<file path="src/rtl/fetch_unit_pkg.sv">
// Shared definitions for the fetch sequencer: FSM states, branch condition
// codes, program-counter type and the branch-condition evaluator.
package fetch_unit_pkg;

    localparam int DEF_PC_W       = 10;
    localparam int DEF_LUT_DEPTH  = 4;
    localparam int DEF_START_ADDR = 0;

    typedef logic [DEF_PC_W-1:0] pc_t;

    typedef enum logic [1:0] {
        IDLE = 2'd0,
        RUN  = 2'd1,
        HALT = 2'd2
    } fetch_state_t;

    typedef enum logic [1:0] {
        C_ALWAYS = 2'd0,
        C_EQ     = 2'd1,
        C_NE     = 2'd2,
        C_NEG    = 2'd3
    } cond_t;

    // True when the condition code is satisfied by the current ALU flags.
    function automatic logic cond_met(input cond_t c, input logic zero, input logic neg);
        logic r;
        r = 1'b0;
        case (c)
            C_ALWAYS: r = 1'b1;
            C_EQ:     r = zero;
            C_NE:     r = ~zero;
            C_NEG:    r = neg;
            default:  r = 1'b0;
        endcase
        return r;
    endfunction

endpackage

</file>
<file path="src/rtl/fetch_unit_branch_lut.sv">
// Branch-target register file: DEPTH x W entries, one combinational read
// port, one synchronous write port, asynchronous clear to zero.
// A read of the entry being written returns the old value; the new value
// lands on the clock edge.
module fetch_unit_branch_lut #(
    parameter int W     = 10,
    parameter int DEPTH = 4,
    parameter int IDX_W = $clog2(DEPTH)
) (
    input  logic             clk,
    input  logic             rst_n,
    input  logic             wr_en,
    input  logic [IDX_W-1:0] wr_idx,
    input  logic [W-1:0]     wr_data,
    input  logic [IDX_W-1:0] rd_idx,
    output logic [W-1:0]     rd_data
);

    logic [W-1:0] mem [DEPTH];

    // Table storage: cleared on reset, written on the edge when enabled.
    always_ff @(posedge clk or negedge rst_n) begin
        if (!rst_n) begin
            for (int i = 0; i < DEPTH; i++) begin
                mem[i] <= '0;
            end
        end else if (wr_en) begin
            mem[wr_idx] <= wr_data;
        end
    end

    assign rd_data = mem[rd_idx];

endmodule

</file>
<file path="src/rtl/fetch_unit.sv">
// Program-counter / fetch sequencer.
// States IDLE -> RUN -> HALT; Start from IDLE or HALT (re)starts at
// START_ADDR. In RUN the PC advances by one per cycle unless stalled,
// halted by Ack, or redirected by a taken branch through the target table.
// Optional macro FETCH_BRANCH_COUNT_EN adds a saturating taken-branch
// counter on BranchCount; without it BranchCount is constant zero.
//
// Handshake: Start is a single-cycle request sampled on the rising edge,
// honoured only in IDLE or HALT; Done is high for as long as the unit sits
// in HALT and drops on the same edge that accepts the next Start.
module fetch_unit
    import fetch_unit_pkg::*;
#(
    parameter int PC_W       = DEF_PC_W,
    parameter int LUT_DEPTH  = DEF_LUT_DEPTH,
    parameter int START_ADDR = DEF_START_ADDR
) (
    input  logic            Clk,
    input  logic            Reset,
    input  logic            Start,
    input  logic            Stall,
    input  logic            ConditionalJump,
    input  logic            BranchAbsOrRel,
    input  logic [1:0]      BranchConditions,
    input  logic [1:0]      TargIdx,
    input  logic            Ack,
    input  logic            ZeroFlag,
    input  logic            NegFlag,
    input  logic            LutWrEn,
    input  logic [1:0]      LutWrIdx,
    input  logic [PC_W-1:0] LutWrData,
    output logic [PC_W-1:0] ProgCtr,
    output logic            Running,
    output logic            Done,
    output logic [15:0]     BranchCount,
    output fetch_state_t    state_dbg
);

    fetch_state_t    state_q;
    logic [PC_W-1:0] pc_q;
    logic [PC_W-1:0] lut_rd;
    logic [PC_W-1:0] pc_branch;
    logic            lut_we;
    logic            cond_ok;
    logic            branch_taken;
    logic            start_accept;
    logic            run_active;

    // The table is frozen while a program runs.
    assign lut_we = LutWrEn && (state_q != RUN);

    fetch_unit_branch_lut #(
        .W     (PC_W),
        .DEPTH (LUT_DEPTH),
        .IDX_W (2)
    ) u_lut (
        .clk     (Clk),
        .rst_n   (Reset),
        .wr_en   (lut_we),
        .wr_idx  (LutWrIdx),
        .wr_data (LutWrData),
        .rd_idx  (TargIdx),
        .rd_data (lut_rd)
    );

    assign cond_ok      = cond_met(cond_t'(BranchConditions), ZeroFlag, NegFlag);
    assign branch_taken = ConditionalJump && cond_ok;
    // Relative targets add modulo 2^PC_W, so negative offsets wrap naturally.
    assign pc_branch    = BranchAbsOrRel ? (pc_q + lut_rd) : lut_rd;
    assign start_accept = Start && (state_q != RUN);
    // A RUN cycle that can move the PC or take a branch: not stalled, no halt.
    assign run_active   = (state_q == RUN) && !Stall && !Ack;

    // FSM and program counter; priority in RUN is Stall > Ack > branch > +1.
    always_ff @(posedge Clk or negedge Reset) begin
        if (!Reset) begin
            state_q <= IDLE;
            pc_q    <= '0;
        end else begin
            case (state_q)
                IDLE, HALT: begin
                    if (Start) begin
                        state_q <= RUN;
                        pc_q    <= PC_W'(START_ADDR);
                    end
                end
                RUN: begin
                    if (Stall) begin
                        state_q <= RUN;
                    end else if (Ack) begin
                        state_q <= HALT;
                    end else if (branch_taken) begin
                        pc_q <= pc_branch;
                    end else begin
                        pc_q <= pc_q + 1'b1;
                    end
                end
                default: begin
                    state_q <= IDLE;
                    pc_q    <= '0;
                end
            endcase
        end
    end

    assign ProgCtr   = pc_q;
    assign Running   = (state_q == RUN);
    assign Done      = (state_q == HALT);
    assign state_dbg = state_q;

`ifdef FETCH_BRANCH_COUNT_EN
    logic [15:0] bcount_q;

    // Saturating count of taken branches; restarts from zero on each Start.
    always_ff @(posedge Clk or negedge Reset) begin
        if (!Reset) begin
            bcount_q <= '0;
        end else if (start_accept) begin
            bcount_q <= '0;
        end else if (run_active && branch_taken && (bcount_q != 16'hFFFF)) begin
            bcount_q <= bcount_q + 16'd1;
        end
    end

    assign BranchCount = bcount_q;
`else
    logic unused_cnt;

    // Counter disabled: these terms only feed the optional counter.
    assign unused_cnt  = start_accept ^ run_active;
    assign BranchCount = 16'd0;
`endif

endmodule

</file>
<file path="config.mk">
export PLATFORM = sky130hd
export DESIGN_NAME = fetch_unit
export DESIGN_NICKNAME = d
export VERILOG_FILES = /design/src/rtl/fetch_unit_pkg.sv /design/src/rtl/fetch_unit_branch_lut.sv /design/src/rtl/fetch_unit.sv
export SDC_FILE = /design/constraint.sdc
export NUM_CORES = 1
export LEC_CHECK = 0
export CORE_ASPECT_RATIO = 1.1
export CORE_UTILIZATION = 48
export DETAILED_ROUTE_END_ITERATION = 12
export PLACE_DENSITY = 0.84
export SLEW_MARGIN = 10
export SYNTH_ARGS = -nofsm -noshare
export SYNTH_HDL_FRONTEND = slang
export SYNTH_SLANG_ARGS = --single-unit
</file>
<file path="constraint.sdc">
create_clock -name Clk -period 2.2 [get_ports Clk]
set_input_delay 0.33 -clock Clk [delete_from_list [all_inputs] [get_ports Clk]]
set_output_delay 0.33 -clock Clk [all_outputs]
set_load 0.1 [all_outputs]
</file>
Yosys cells after proc, flatten, opt, wreduce, memory -nomap -nowiden:

Index checks and enable logic that the tools add are counted.
W data, S select, Z words.

* flip-flop bits (word level): 52
* output and inout port bits: 30
* word-level logic and storage cells: 49

* add/sub/neg operators: 2
* $lt $le $gt $ge: 3
* eq/ne operators: 10
* multiplexer cells: 17
* bitwise operators: 3
* reductions and logical operators: 8

Operators with widths (number)
* $mux W10: 8
* $bwmux W40: 1
* $bmux W10 S2: 1
* $demux W10 S2: 1
* $pmux W10 S2: 1
* $add A10 B1 Y10 const B: 1
* $add A10 B10 Y10: 1
* $eq A2 B2 Y1 const B: 3
* $ge A3 B3 Y1 const B: 2
* $mux W2: 3
* $ne A2 B2 Y1 const B: 3
* $not A2 Y3: 2
* $eq A2 B1 Y1 const B: 2
* $logic_not A2 Y1: 2
* $pmux W1 S4: 1
* $pmux W2 S2: 1
* $logic_and A1 B1 Y1: 3
* $lt A3 B1 Y1 const B: 1
* $ne A3 B3 Y1 const B: 1
* $reduce_and A3 Y1: 1
* $ne A2 B1 Y1 const B: 1
* $reduce_and A2 Y1: 1
* $reduce_or A2 Y1: 1
* $not A1 Y1: 1

Longest topological paths before layout:

Gate-level depths: netlist (run 1).

* depth after elaboration: 10
* mapped depth: 11
* mapped depth without buffers: 10

Modules after synthesis:

Synthesis (run 1) repeated with hierarchy kept, for this count alone.

* cell total of the unflattened synthesis: 287
* area, all modules: 3326.9 µm²

By module, submodules not included
* fetch_unit_branch_lut: instances 1, cells each 99, area an instance 1839.3 µm²
* fetch_unit: instances 1, cells each 188, area an instance 1487.7 µm²

Worst setup path before layout (run 1):

OpenSTA, ideal clock, no wires.

* path kind: flip-flop to flip-flop
* start point: register pc_q[0] (netlist: ProgCtr[0])
* end point: register pc_q[6] (netlist: ProgCtr[6])
* data arrival time: 2.542 ns
* path slack: -0.518 ns
* cell stages (with the launch flop): 10
* path through: dfrtp_1 > ha_1 > inv_1 > fa_1 > nor2b_1 > o21a_1 > o211ai_1 > and3_1 > a311oi_1 > o221ai_1

* longest elaborated chain between the ends: 6

Ends and longest elaborated chain
* start, declared: RTL line fetch_unit.sv:40 `logic [PC_W-1:0] pc_q;`
* start signal, assigned: RTL line fetch_unit.sv:84 `pc_q <= PC_W'(START_ADDR);`
* start signal, assigned: RTL line fetch_unit.sv:93 `pc_q <= pc_branch;`
* start signal, assigned: RTL line fetch_unit.sv:95 `pc_q <= pc_q + 1'b1;`
* $add A10 B10 Y10: RTL line fetch_unit.sv:69 `assign pc_branch = BranchAbsOrRel ? (pc_q + lut_rd) : lut_rd;`
* $mux W10: RTL line fetch_unit.sv:69
* $mux W10 (*): RTL line fetch_unit.sv:92 `end else if (branch_taken) begin`
* $mux W10 (*): RTL line fetch_unit.sv:90 `end else if (Ack) begin`
* $mux W10 (*): RTL line fetch_unit.sv:88 `if (Stall) begin`
* $pmux W10 S2 (*): RTL line fetch_unit.sv:80 `case (state_q)`

Mark *: on every way between the ends. The rest lies on a longest branch, timed or not. The select of a mux whose other input is x is not followed.
A chain may end at the register's enable or synchronous reset.

Worst setup path after layout (run 1):

* start point: register u_lut.mem[0] (netlist bit)
* end point: register pc_q[6] (netlist: ProgCtr[6])

* longest elaborated chain between the ends: 9

Ends and longest elaborated chain
* start, declared: RTL line fetch_unit_branch_lut.sv:19 `logic [W-1:0] mem [DEPTH];`
* start signal, assigned by index: RTL line fetch_unit_branch_lut.sv:28 `mem[wr_idx] <= wr_data;`
* $bmux W10 S2: RTL line fetch_unit_branch_lut.sv:32 `assign rd_data = mem[rd_idx];`
* $mux W10 (implied by the code) (2 in a row): RTL line fetch_unit_branch_lut.sv:32
* $add A10 B10 Y10: RTL line fetch_unit.sv:69
* $mux W10: RTL line fetch_unit.sv:69
* $mux W10: RTL line fetch_unit.sv:92
* $mux W10: RTL line fetch_unit.sv:90
* $mux W10: RTL line fetch_unit.sv:88
* $pmux W10 S2: RTL line fetch_unit.sv:80

Every way passes these cells. The select of a mux whose other input is x is not followed.

==> results.py, run 1 <==
metrics = {
    "power": {
        "power.leakage_nw": 1.75,
        "ir_drop_mv": 0.700,
        "powerDensity_nw_per_um2": 1190,
        "power_mw": 4.78,
    },
    "logic_synthesis": {
        "synth_async_sr_flop_share": 1.00,
        "synth.distinct_cells": 52,
        "synth_area_leaders": "dfrtp_1 (42%), mux2_2 (14%), mux4_2 (6.5%)",
        "synth_area_sq_um": 3130,
        "yosysMostFrequentCell": "dfrtp_1",
        "ys_warn_count": 0,
        "synth_top_cell_area_share": 0.416,
        "synth_cells": 278,
        "synth_top_area_cell": "dfrtp_1",
        "synth_ff_type": "dfrtp_1",
        "synth.avg_cell_area_sq_um": 11.2,
        "ys_seq_area_frac": 0.416,
        "ys_ff_latch": 52,
        "synth_edf_count": 0,
        "ys_top_cells_by_count": "dfrtp_1 (52), mux2_2 (40), nand2_1 (28), buf_4 (16), o21ai_0 (15)",
    },
    "die": {
        "ioPinCount": 56,
        "rows": 30,
        "initial_core_util": 0.502,
        "die_h_um": 86.7,
        "die_w_um": 79.0,
        "core_sq_um": 6230,
        "die-area_sq_um": 6840,
    },
    "setup_path": {
        "cp-end-kind": "flip-flop",
        "rr_endpoint": "ProgCtr[6]",
        "worst_setup_path_start_kind": "flip-flop",
        "cp_max_fo": 3,
        "worstPathArrival_ns": 2.70,
        "required_ns": 2.38,
        "cp-startpoint": "u_lut.mem[0]",
        "critPathKind": "reg2reg",
        "worstReg2RegStart": "u_lut.mem[0]",
        "ff2ff_path_depth": 10,
        "r2r_setup_slack_ns": -0.33,
    },
    "routing": {
        "drc": 0,
        "wl_um": 7140,
        "num_vias": 2508,
        "vias_per_cell": 5.74,
        "first_iter_violations": 221,
        "wl_per_cell_um": 16.3,
        "dr.pass1.iters": 4,
        "ant_nets": 0,
    },
    "final_layout": {
        "area_growth_pct": 28.9,
        "diodes": 0,
        "fin_cells": 437,
        "drive_above_1_share": 0.395,
        "design_area_sq_um": 4030,
        "fin_nets": 393,
    },
    "timing": {
        "tns_ns": -1.13,
        "worstMarginPinSlew_ns": 0.540,
        "finalClockSkew_ns": 0.00457,
        "relSlewSlack": 0.640,
        "min_period_over_period": 1.15,
        "finalHoldViolations": 15,
        "maxSlewViolCount": 0,
        "finalSetupViolCount": 6,
        "rsz0062_at_grt": "true",
        "fin_ws_ns": -0.327,
        "fin_crit_ns": 2.53,
        "holdWs_ns": -0.00827,
        "max_freq_ghz": 0.396,
    },
    "cts": {
        "tritoncts": "done",
        "cts_root_buf": "clkbuf_8",
        "postCtsHoldBufs": 0,
        "insertion_delay_ns": 0.31,
        "cts.sinks": 52,
        "htree_levels": 2,
        "numCtsBuffers": 5,
        "path_clk_slew_ns": 0.10,
        "clock_path_buffers": 2,
    },
    "placement": {
        "placedInstanceArea_sq_um": 3820,
        "post-dp-hpwl_um": 5320,
        "port_buffers": 39,
        "place_inst": 423,
        "place.gp.congestion": 0.871,
    },
    "global_routing": {
        "grt-ovfl-total": 0,
        "grt_max_degree": 23,
        "gr-usage-met1": 0.290,
        "globalRouteMet2Util": 0.393,
        "grt_pass1_vias": 2473,
        "grt_pass1_wl_um": 11900,
        "met3_usage": 0.0368,
        "antenna_found_initial": 0,
        "top_usage_layer": "met2",
        "grt_usage": 0.227,
    },
    "status": {
        "violations": "negative hold slack, negative setup slack",
        "status": "finished, violations left",
    },
    "worst_hold_path": {
        "hold_path_class": "in2async",
    },
    "flow_run": {
        "drv_cap": 0,
    },
}
## placed cells by master (no fill, tap or decap), types with 3 or more instances in the layout
| master | count |
|---|---|
| xnor2_1 | 5 |
| dfrtp_2 | 4 |
| o21ai_0 | 11 |
| buf_4 | 50 |
| a21oi_1 | 5 |
| a31oi_1 | 3 |
| nor2_1 | 10 |
| nand2_1 | 28 |
| mux4_2 | 9 |
| nor3_1 | 5 |
| ha_4 | 8 |
| mux2_2 | 40 |
| nand4_1 | 3 |
| conb_1 | 16 |
| and3_1 | 5 |
| a22o_1 | 3 |
| dfrtp_1 | 47 |
| clkbuf_8 | 5 |
| o22ai_1 | 3 |
| nand3_1 | 5 |
| clkdlybuf4s50_1 | 22 |
| o21ai_1 | 6 |
| inv_1 | 7 |
## critical path, cell delays in order, from the launching register on
cell	delay, ns
dfrtp_1	0.39
mux4_2	0.52
ha_4	0.20
inv_2	0.05
fa_2	0.20
nor2b_2	0.05
o21a_1	0.20
o211ai_1	0.28
nand2_1	0.10
a311oi_2	0.25
o221ai_1	0.15
## what timing repair did
| action | in CTS | in global routing |
|---|---|---|
| endpoints found under the setup margin | 9 | 9 |
| pin swaps | 7 | 12 |
| buffers inserted | 3 | 3 |
| resized for setup | 15 | 8 |
## logic make-up (layout without fill, tap and decap cells)
kind of cell,Yosys count,in the layout,synth area share
multiplexers,52,52,0.224
other,1,16,0.00120
AO/OA/AOI/OAI,51,51,0.108
AND/OR/NAND/NOR,77,77,0.131
XOR/XNOR,5,5,0.0140
buffers and inverters,29,93,0.0600
flip-flops,52,52,0.416
adder cells (fa/ha/maj),11,11,0.0464
## state kept, by name (all words and copies together), names as in the netlist
register and cells:
ProgCtr 10, state_dbg 2, u_lut.mem 40
## report_power, final
part	switching (mW)	internal, mW	total (mW)
clock	0.340	0.234	0.574
sequential	0.252	1.37	1.62
combinational	1.40	1.18	2.58
total	1.99	2.79	4.78
## metrics by stage
step / util / hold WS (ns) / setup WS, ns
3_3_place_gp: 0.613 / 0.334 / -0.841
4_1_cts: 0.639 / 0.000158 / -0.252
2_1_floorplan: - / 0.0344 / -0.234
5_1_grt: 0.647 / 0.0248 / -0.477
6_report: 0.647 / -0.00827 / -0.327
3_5_place_dp: 0.613 / 0.342 / -0.928
## routing by layer
layer	vias to the layer above	share of wire
li1	1155	-
met1	1252	0.43
met2	89	0.51
met3	12	0.045
met4	0	0.014
met5	-	0
## layout make-up
type	instances	area, sq um
repair buffers	77	654
multi-input cells	212	1850
fillers	479	2200
well taps	80	100
flip-flops and latches	52	1310
clock buffers	6	72.6
clock inverters	2	17.5
inverters	8	30.0
## worst max-delay path by stage
stage | to | slack (ns) | cells past startpoint
6_report | ProgCtr[6] | -0.33 | 10
5_1_grt | ProgCtr[6] | -0.48 | 10
4_1_cts | ProgCtr[6] | -0.25 | 10
3_5_place_dp | ProgCtr[6] | -0.93 | 12
3_3_place_gp | ProgCtr[9] | -0.84 | 10
2_1_floorplan | ProgCtr[9] | -0.23 | 9
Power figures use the tool's default switching activity.
==> inputs of run 2 (changes only) <==
--- a/config.mk
+++ b/config.mk
@@ -9,7 +9,7 @@
 export CORE_UTILIZATION = 48
 export DETAILED_ROUTE_END_ITERATION = 12
 export PLACE_DENSITY = 0.84
-export SLEW_MARGIN = 10
+export SLEW_MARGIN = 40
 export SYNTH_ARGS = -nofsm -noshare
 export SYNTH_HDL_FRONTEND = slang
 export SYNTH_SLANG_ARGS = --single-unit
==> results of run 2 <==
The final DEF is identical to that of run 1; final timing and power are the same.
